==> src/rtl/text_glyph_fetch.sv <==
// Text-mode pixel generator: text RAM and glyph ROM fetch, attribute decode,
// character blink and block cursor, in a 3-clock pipeline aligned with the syncs.
module text_glyph_fetch #(
    parameter int unsigned COLS         = 80,
    parameter int unsigned ROWS         = 30,
    parameter int unsigned BLINK_FRAMES = 16,
    parameter int unsigned CURSOR_FIRST = 14
) (
    input  logic        clk,
    input  logic        rst,
    input  logic        de_in,
    input  logic        hs_in,
    input  logic        vs_in,
    input  logic [9:0]  hcount,
    input  logic [9:0]  vcount,
    output logic [11:0] text_addr,
    input  logic [15:0] text_q,
    output logic [11:0] charset_addr,
    input  logic [7:0]  charset_q,
    input  logic        cursor_en,
    input  logic [6:0]  cursor_col,
    input  logic [4:0]  cursor_row,
    output logic [3:0]  pix_color,
    output logic        de_out,
    output logic        hs_out,
    output logic        vs_out
);

    localparam int unsigned AW = 12;
    localparam int unsigned BW = $clog2(BLINK_FRAMES);

    logic [6:0]    col;
    logic [4:0]    row;
    logic          in_range;
    logic          cursor_hit;

    logic          vs_q;
    logic [BW-1:0] blink_cnt_q, blink_cnt_d;
    logic          blink_q, blink_d;

    logic          s1_valid_q, s1_de_q, s1_hs_q, s1_vs_q, s1_hit_q, s1_phase_q;
    logic [3:0]    s1_grow_q;
    logic [2:0]    s1_hsel_q;

    logic          s2_valid_q, s2_de_q, s2_hs_q, s2_vs_q, s2_hit_q, s2_phase_q;
    logic [7:0]    s2_attr_q;
    logic [2:0]    s2_hsel_q;

    logic          glyph_bit;
    logic [3:0]    pix_d;

    assign col = hcount[9:3];
    assign row = vcount[8:4];

    // y >= 512 would alias onto low rows through vcount[8:4], so it counts as off-screen
    assign in_range  = !vcount[9] && (32'(col) < COLS) && (32'(row) < ROWS);
    assign text_addr = in_range ? AW'(AW'(row) * AW'(COLS) + AW'(col)) : '0;

    assign cursor_hit = cursor_en && blink_q && (col == cursor_col) && (row == cursor_row)
                        && (vcount[3:0] >= 4'(CURSOR_FIRST));

    assign charset_addr = {text_q[7:0], s1_grow_q};

    // Frame counter advances on vsync rising edges; wrap toggles the blink phase
    always_comb begin
        blink_cnt_d = blink_cnt_q;
        blink_d     = blink_q;
        if (vs_in && !vs_q) begin
            if (blink_cnt_q == BW'(BLINK_FRAMES - 1)) begin
                blink_cnt_d = '0;
                blink_d     = !blink_q;
            end else begin
                blink_cnt_d = blink_cnt_q + BW'(1);
            end
        end
    end

    // Glyph bit: blink masking first, then cursor inversion
    always_comb begin
        glyph_bit = charset_q[~s2_hsel_q];
        pix_d     = '0;
        if (s2_attr_q[7] && !s2_phase_q) begin
            glyph_bit = 1'b0;
        end
        glyph_bit = glyph_bit ^ s2_hit_q;
        if (s2_valid_q) begin
            pix_d = glyph_bit ? s2_attr_q[3:0] : {1'b0, s2_attr_q[6:4]};
        end
    end

    always_ff @(posedge clk or posedge rst) begin
        if (rst) begin
            vs_q        <= 1'b0;
            blink_cnt_q <= '0;
            blink_q     <= 1'b1;
            s1_valid_q  <= 1'b0;
            s1_de_q     <= 1'b0;
            s1_hs_q     <= 1'b0;
            s1_vs_q     <= 1'b0;
            s1_hit_q    <= 1'b0;
            s1_phase_q  <= 1'b0;
            s1_grow_q   <= '0;
            s1_hsel_q   <= '0;
            s2_valid_q  <= 1'b0;
            s2_de_q     <= 1'b0;
            s2_hs_q     <= 1'b0;
            s2_vs_q     <= 1'b0;
            s2_hit_q    <= 1'b0;
            s2_phase_q  <= 1'b0;
            s2_attr_q   <= '0;
            s2_hsel_q   <= '0;
            pix_color   <= '0;
            de_out      <= 1'b0;
            hs_out      <= 1'b0;
            vs_out      <= 1'b0;
        end else begin
            vs_q        <= vs_in;
            blink_cnt_q <= blink_cnt_d;
            blink_q     <= blink_d;

            s1_valid_q  <= de_in && in_range;
            s1_de_q     <= de_in;
            s1_hs_q     <= hs_in;
            s1_vs_q     <= vs_in;
            s1_hit_q    <= cursor_hit;
            s1_phase_q  <= blink_q;
            s1_grow_q   <= vcount[3:0];
            s1_hsel_q   <= hcount[2:0];

            s2_valid_q  <= s1_valid_q;
            s2_de_q     <= s1_de_q;
            s2_hs_q     <= s1_hs_q;
            s2_vs_q     <= s1_vs_q;
            s2_hit_q    <= s1_hit_q;
            s2_phase_q  <= s1_phase_q;
            s2_attr_q   <= text_q[15:8];
            s2_hsel_q   <= s1_hsel_q;

            pix_color   <= pix_d;
            de_out      <= s2_de_q;
            hs_out      <= s2_hs_q;
            vs_out      <= s2_vs_q;
        end
    end

endmodule

==> config.mk <==
export PLATFORM = sky130hd
export DESIGN_NAME = text_glyph_fetch
export DESIGN_NICKNAME = d
export VERILOG_FILES = /design/src/rtl/text_glyph_fetch.sv
export SDC_FILE = /design/constraint.sdc
export NUM_CORES = 1
export LEC_CHECK = 0
export CAP_MARGIN = 20
export CORE_MARGIN = 1.5
export CORE_UTILIZATION = 37
export DETAILED_ROUTE_END_ITERATION = 7
export GPL_ROUTABILITY_DRIVEN = 0
export GPL_TIMING_DRIVEN = 0
export PLACE_DENSITY = 0.72
export SYNTH_ARGS = -nofsm -noshare
export SYNTH_HDL_FRONTEND = slang
export SYNTH_SLANG_ARGS = --single-unit
==> constraint.sdc <==
create_clock -name clk -period 2 [get_ports clk]
set_input_delay 0.2 -clock clk [delete_from_list [all_inputs] [get_ports clk]]
set_output_delay 0.2 -clock clk [all_outputs]
set_load 0.05 [all_outputs]
== Word level (Yosys, flattened, before mapping) ==
Cells that the tools add are included.
W data, S select, Z words.

* Add/sub/neg operators: 2
* Multipliers: 1
* Divide/modulo/power cells: 0
* $lt $le $gt $ge: 4
* Equal/unequal tests: 3
* Shift operators: 0
* Muxes and demuxes: 7
* Bitwise gates (word level): 2
* Reduce and logical (&&, ||, !) cells: 14

{| class="wikitable"
|+ Operator list
! kind !! count
|-
| $add A12 B7 Y12 || 1
|-
| $mux W12 || 1
|-
| $mux W4 || 3
|-
| $logic_and A1 B1 Y1 || 9
|-
| $mul A5 B3 Y8 const B || 1
|-
| $eq A7 B7 Y1 || 1
|-
| $lt A7 B7 Y1 const B || 1
|-
| $eq A5 B5 Y1 || 1
|-
| $lt A5 B5 Y1 const B || 1
|-
| $add A4 B1 Y4 const B || 1
|-
| $eq A4 B4 Y1 const B || 1
|-
| $ge A4 B4 Y1 const B || 1
|-
| $logic_not A1 Y1 || 4
|-
| $lt A3 B4 Y1 const B || 1
|-
| $bmux W1 S3 || 1
|-
| $not A3 Y3 || 1
|-
| $mux W1 || 2
|-
| $reduce_and A2 Y1 || 1
|-
| $xor A1 B1 Y1 || 1
|}

* Register bits: 42
* Bits in latches: 0
* RAM bits: 0
* ROM bits: 0
* Output and inout port bits: 31
* Word-level logic and storage cells: 55
* Memories: 0

== Depth between registers and ports, before layout ==
Gate-level depths: netlist (run 1).

* Depth in word-level cells: 7
* Mapped depth: 8

== Worst setup path before layout (run 1) ==
OpenSTA, ideal clock, no wires.

* Path kind: input port to output port
* Start point: input port vcount[5]
* End point: output port text_addr[11]
* Arrival: 2.394 ns
* Required time: 1.800 ns
* Path slack: -0.594 ns
* Stages: 7
* Cell sequence: ha_1 ha_1 inv_1 fa_1 nor3b_1 nand3_1 a21oi_1

* Longest elaborated chain between the ends: 3
* Elaborated cells between the ends (all ways): 5

{| class="wikitable"
|+ RTL lines
! what !! RTL line !! source
|-
| from (decl) || 15 || <nowiki>input logic [9:0] vcount,</nowiki>
|-
| $mul A5 B3 Y8 / $lt A5 B5 Y1 (equally long branches) || 57, 56 ||
|-
| $add A12 B7 Y12 / $logic_and A1 B1 Y1 (equally long branches) || 57, 56 ||
|-
| $mux W12 (*) || 57 || <nowiki>assign text_addr = in_range ? AW'(AW'(row) * AW'(COLS) + AW'(col)) : '0;</nowiki>
|-
| to (decl) || 16 || <nowiki>output logic [11:0] text_addr,</nowiki>
|}

Mark *: on every way between the ends. The rest lies on a longest branch, timed or not.

== Worst setup path in the final report (run 1) ==
* Start point: input port vcount[7]
* End point: output port text_addr[8]

Same word-level chain as after synthesis.

==> results by group, run 1 <==
Pwr
  – Total Power: 2.288 mW
  – Power per cell area: 701.7 nW/µm²
  – Peak supply drop: 0.2942 mV
  – Leakage: 1.376 nW

Clock network
  – Worst skew pair latency: 0.29 ns
  – Clock Pin Slew Worst Setup and Hold Paths: 0.07 ns
  – Root buffer cell: clkbuf_8
  – TritonCTS clock tree: done
  – CTS Buf Count: 5
  – Htree depth: 2
  – Clock sink count: 42
  – Hold_buf cts: 0
  – Worst-case clock buffer depth: 2

Synth
  – Syn Area/Cell: 11.46 µm²
  – Register bit total from synthesis: 42
  – Cell taking the most area after synthesis: dfrtp_1
  – Synth Flop Type: dfrtp_1
  – Syn. warnings: 0
  – Async set-or-reset flop fraction in the synthesized netlist: 100.0%
  – Top cell type's share of synthesized area: 51.44%
  – Post-synthesis sequential area ratio: 52.76%
  – Post-synth EDFFs: 0
  – Syn Inst Count: 174
  – Area of the mapped netlist: 1994 µm²
  – Syn nets: 248
  – Area contributors post-synth: dfrtp_1 (51%), xnor2_1 (8.8%), ha_1 (6.3%), nand3_1 (3.0%), buf_4 (3.0%)
  – Cell variety after synth: 32

Floorplanning
  – Die Span X: 76.42 µm
  – Die Span Y: 76.42 µm
  – Placeable Area: 5140 µm²
  – # rows: 26
  – DIE AREA: 5840 µm²
  – # IOs: 93
  – Initial Util: 38.80%

STA
  – Worst Skew: 0.004733 ns
  – Tmin final: 2.105 ns
  – Setup ws final: -0.1054 ns
  – Hold Vio Cnt, Final: 0
  – Worst slew margin: 45.03%
  – Final Setup Violations: 4
  – Actual slew at the worst max-slew pin: 0.8234 ns
  – Max Fclk: 0.4750 GHz
  – Unrepaired setup endpoints after global routing: true
  – Hold slack: 0.3200 ns
  – Tcrit/Tclk final: 105.3%
  – Pins Over Slew Limit: 0

Critical path
  – Crit path DAT: 1.91 ns
  – Critical Path Fanout Max: 3
  – Reg-to-reg endpoint: pix_color[3]
  – Setup crit end kind: primary output
  – CP startpoint: vcount[7]
  – Startpoint Class: input port
  – Worst Path Required: 1.80 ns
  – Crit-path cells: buf_8 -> ha_4 -> ha_4 -> inv_2 -> fa_2 -> buf_4 -> buf_6 -> xnor2_2 -> nor2_2 -> buf_6
  – FF-to-FF setup slack: 0.41 ns
  – Largest stage delay, worst path: 0.49 ns
  – CP Capture Point: text_addr[8]
  – Reg2Reg Depth: 5
  – Worst reg2reg startpoint: s2_hsel_q[1]
  – CP max stage cell: fa_2
  – Worst setup path class: input port to primary output

Placement
  – Post-placement cell count: 328
  – Port Buf Inserts: 84
  – Post-detail-place hpwl: 3412 µm
  – Dpl ws: -1.479 ns

Layout
  – Fill cell count: 437
  – ANT cells: 0
  – Share of cells above drive strength 1: 26.37%
  – Nets: 346
  – Final design utilization: 63.44%
  – P&R area growth vs syn: 63.49%
  – Fin cells: 343

Detailed routing
  – Initial DRC count: 77
  – Remaining DRCs: 0
  – Routed Antenna Nets: 0
  – Routed len/inst: 13.14 µm
  – DR pass1 iterations: 4
  – Vias: 1581
  – Vias per cell: 4.609
  – WL final: 4508 µm

Global route
  – Initial antenna violation count: 0
  – Largest net degree at the start of global routing: 43
  – Vias in the first global route: 1652
  – First-pass GRT wire length: 7555 µm
  – GRT Total Usage: 16.47%
  – Grt total ovfl: 0

Run status
  – Failing checks: setup timing
  – Status: finished, violations left

Min path
  – HP Class: input port to flip-flop

Job
  – Max-Cap Viols: 0
==> synth_stat cells (2+ instances only) <==
master	number
dfrtp_1	41
buf_1	2
clkbuf_1	2
a21oi_1	4
xnor2_1	20
nor3_1	2
fa_1	2
nand3_1	12
nand4_1	9
a21o_1	4
nand2_1	6
ha_1	10
nor2b_1	5
and3_1	2
inv_1	9
o21ai_0	6
and2_1	6
nor3b_1	3
nor2_1	6
mux2i_1	4
buf_4	8
==> registers in the layout (all words and copies together), names as in the netlist, 3 cells and up <==
register / flops
s2_attr_q: 8
s1_hsel_q: 3
s1_grow_q: 4
s2_hsel_q: 3
blink_cnt_q: 4
pix_color: 4
==> worst max-delay path, delay by kind of cell <==
family	cells	cell delay, ns
buffers and inverters	5	0.60
and+or+nand+nor	1	0.11
xor gates and xnor gates	1	0.13
adders and majority gates	3	0.88
==> report_power, final <==
group	leakage, nW	internal [mW]	switching, mW
Sequential	0.510	0.948	0.0694
Clock	0.0472	0.277	0.266
Combinational	0.819	0.360	0.367
==> area by class of cell <==
| type | count | area (µm²) | area share (%) |
|---|---|---|---|
| sequential | 42 | 1052 | 32.27 |
| multi-input combinational | 111 | 1010 | 30.97 |
| timing repair buffer | 92 | 910.9 | 27.94 |
| tap | 70 | 87.58 | 2.686 |
| clock buffer | 6 | 82.58 | 2.533 |
| buffer | 11 | 71.32 | 2.187 |
| inverter | 9 | 33.78 | 1.036 |
| clock inverter | 2 | 12.51 | 0.3837 |
==> per-layer routing <==
layer | wire, µm | vias up | part of all wire [%] | track usage, %
met5 | 0 | - | 0 | 0
met4 | 66 | 0 | 1.5 | 6.667
met3 | 265 | 5 | 5.9 | 3.593
met2 | 2201 | 64 | 49 | 28.13
met1 | 1975 | 731 | 44 | 20.14
li1 | - | 781 | - | -
==> timing repair <==
item                       CTS  global route
pin swaps                   11             7
buffers inserted             7             1
resized for setup          109             8
setup endpoints to repair   12             8
==> kinds of logic after synthesis <==
kind of cell    share of synthesized area [%]
compound gates                          6.149
fa+ha+maj                               8.281
mux                                     2.572
flops                                   52.76
xor+xnor                                9.222
buf+inv                                 5.458
simple gates                            15.56
==> metrics by stage <==
step,TNS (ns),cell area (µm²)
floorplan,-0.1028,2068
global placement,-10.44,2997
detailed placement,-10.47,2997
CTS,-0.4617,3232
global route,-0.5823,3261
finish,-0.3865,3261
==> cells in the final DEF (no fill, tap or decap), drive strengths merged, types with 6 or more instances in the layout <==
cell           netlist  routed
clkdlybuf4s50        0      64
dfrtp               41      41
buf                 10      28
xnor2               20      20
nand3               12      12
ha                  10      10
nand4                9       9
inv                  9       9
clkbuf               2       9
clkdlybuf4s15        0       7
nand2                6       6
and2                 6       6
o21ai                6       6
nor2                 6       6
==> worst min-delay path by stage <==
stage               startpoint          to  slack, ns  cells past startpoint
finish               vcount[4]    s1_hit_q       0.32                      4
global route         vcount[4]    s1_hit_q       0.32                      4
CTS                  vcount[4]    s1_hit_q       0.32                      4
detailed placement  s1_phase_q  s2_phase_q       0.33                      0
global placement       s2_de_q      de_out       0.33                      0
floorplan                de_in     s1_de_q       0.23                      0
No activity file was read; power rests on OpenSTA's default activity.
==> run 2: changes to the inputs <==
--- a/config.mk
+++ b/config.mk
@@ -6,6 +6,7 @@
 export NUM_CORES = 1
 export LEC_CHECK = 0
 export CAP_MARGIN = 20
+export CORE_ASPECT_RATIO = 0.75
 export CORE_MARGIN = 1.5
 export CORE_UTILIZATION = 37
 export DETAILED_ROUTE_END_ITERATION = 7
==> constraint.sdc (replaced) <==
create_clock -name clk -period 2 [get_ports clk]
set_input_delay 0.4 -clock clk [delete_from_list [all_inputs] [get_ports clk]]
set_output_delay 0.4 -clock clk [all_outputs]
set_load 0.05 [all_outputs]
==> results by group, run 2 (synthesized netlist as in run 1, its figures left out) <==
Critical path
  – CP max stage cell: fa_2
  – FF-to-FF setup slack: 0.42 ns
  – Worst setup path class: input port to primary output
  – Reg-to-reg endpoint: pix_color[3]
  – Critical Path Fanout Max: 2
  – Worst reg2reg startpoint: s2_hsel_q[0]
  – Crit path DAT: 2.18 ns
  – Worst Path Required: 1.60 ns
  – Largest stage delay, worst path: 0.38 ns
  – Crit-path cells: buf_8 -> ha_4 -> ha_4 -> inv_2 -> fa_2 -> xnor2_4 -> nor3b_4 -> xnor2_2 -> nor2_4 -> buf_8
  – Startpoint Class: input port
  – Reg2Reg Depth: 5
  – Setup crit end kind: primary output

Pwr
  – Leakage: 1.461 nW
  – Peak supply drop: 0.3830 mV
  – Power per cell area: 706.2 nW/µm²

STA
  – Hold Vio Cnt, Final: 0
  – Tmin final: 2.578 ns
  – Final Setup Violations: 7
  – Actual slew at the worst max-slew pin: 0.8335 ns
  – Worst Skew: 0.009571 ns
  – Unrepaired setup endpoints after global routing: true
  – Worst slew margin: 44.35%
  – Tcrit/Tclk final: 128.9%
  – Pins Over Slew Limit: 0
  – Setup ws final: -0.5780 ns
  – Hold slack: 0.3430 ns
  – Max Fclk: 0.3879 GHz

Job
  – Max-Cap Viols: 0

Detailed routing
  – DR pass1 iterations: 4
  – Routed len/inst: 15.05 µm
  – Vias per cell: 4.676
  – Initial DRC count: 39
  – Remaining DRCs: 0
  – WL final: 5299 µm
  – Routed Antenna Nets: 0
  – Vias: 1646

Layout
  – Commonest cells after routing, fill and taps aside: clkdlybuf4s50_1 (64), dfrtp_1 (41), buf_4 (21)
  – Fin area: 3492 µm²
  – Share of cells above drive strength 1: 32.50%
  – Fill cell count: 374
  – Most common cell after layout, fill and taps aside: clkdlybuf4s50_1
  – Top reg by flops: s2_attr_q
  – Max reg flops: 8
  – P&R area growth vs syn: 75.09%
  – Nets: 353
  – ANT cells: 0

Floorplanning
  – Die Span X: 87.78 µm
  – Initial Util: 39.59%
  – # rows: 22
  – Placeable Area: 5037 µm²
  – Die Span Y: 66.58 µm
  – # IOs: 93
  – DIE AREA: 5844 µm²

Global route
  – First-pass GRT wire length: 7879 µm
  – GRT Total Usage: 18.33%
  – Initial antenna violation count: 0
  – Grt total ovfl: 0
  – Vias in the first global route: 1627
  – Largest net degree at the start of global routing: 43

Clock network
  – Worst-case clock buffer depth: 2
  – Hold_buf cts: 0
  – Clock Pin Slew Worst Setup and Hold Paths: 0.08 ns
  – TritonCTS clock tree: done
  – CTS Buf Count: 5
  – Htree depth: 2
  – Clock sink count: 42
  – Root buffer cell: clkbuf_8
  – Worst skew pair latency: 0.30 ns

Min path
  – Worst Hold Depth: 0
  – Hold Crit Endpoint: s2_hsel_q[2]
  – HP Class: flip-flop to flip-flop
  – Worst hold start: s1_hsel_q[2]

Placement
  – Dpl ws: -1.750 ns
  – Port Buf Inserts: 84
  – Placed inst area: 3035 µm²
  – Post-detail-place hpwl: 3410 µm

Run status
  – Failing checks: setup timing
  – Status: finished, violations left
run 2: timing repair:
item / CTS / global route
buffers inserted: 11 / 5
pin swaps: 17 / 21
resized for setup: 131 / 46
gates cloned: 0 / 0
endpoints found under the setup margin: 12 / 12
run 2: cell type report:
cell class / instances / area, µm² / share of cell area (%)
clock buffers: 6 / 82.58 / 2.365
clock inverters: 2 / 12.51 / 0.3583
flip-flops and latches: 42 / 1052 / 30.13
well taps: 72 / 90.09 / 2.580
inverters: 9 / 33.78 / 0.9674
repair buffers: 99 / 996.0 / 28.52
multi-input cells: 111 / 1154 / 33.03
plain buffers: 11 / 71.32 / 2.042
run 2: worst max-delay path by stage:
stage                         end       from  slack [ns]  depth (start not counted)
CTS                  text_addr[9]  vcount[5]       -0.54                         10
global placement    text_addr[10]  vcount[5]       -1.75                         10
finish              text_addr[10]  vcount[5]       -0.58                         10
floorplan           text_addr[11]  vcount[5]       -0.38                          7
detailed placement  text_addr[10]  vcount[5]       -1.75                         10
global route        text_addr[10]  vcount[5]       -0.62                         10
run 2: report_power, final:
| part | internal [mW] | switching (mW) |
|---|---|---|
| sequential | 0.948 | 0.0745 |
| clock | 0.277 | 0.285 |
| combinational | 0.445 | 0.436 |
run 2: metrics by stage:
stage               cells  TNS [ns]  total power, mW  util (%)
detailed placement    330    -15.16            1.713     60.26
global placement      330    -21.56            1.694     60.26
global route          352    -3.063            2.587     69.32
finish                352    -2.420            2.466     69.32
floorplan             174    -1.291            1.452         -
CTS                   348    -3.385            2.424     67.36
run 2: critical path: cells and delay by family:
kind | cells | cell delay (ns)
adders and majority gates | 3 | 0.75
and+or+nand+nor | 2 | 0.38
buffers and inverters | 3 | 0.28
xor gates and xnor gates | 2 | 0.36
run 2: metal layers:
| metal | up-vias | part of all wire [%] | GRT usage, % |
|---|---|---|---|
| met5 | - | 0 | 0 |
| met4 | 0 | 1.3 | 4.762 |
| met3 | 6 | 6.8 | 5.824 |
| met2 | 65 | 50 | 30.53 |
| met1 | 780 | 42 | 23.01 |
| li1 | 795 | - | - |
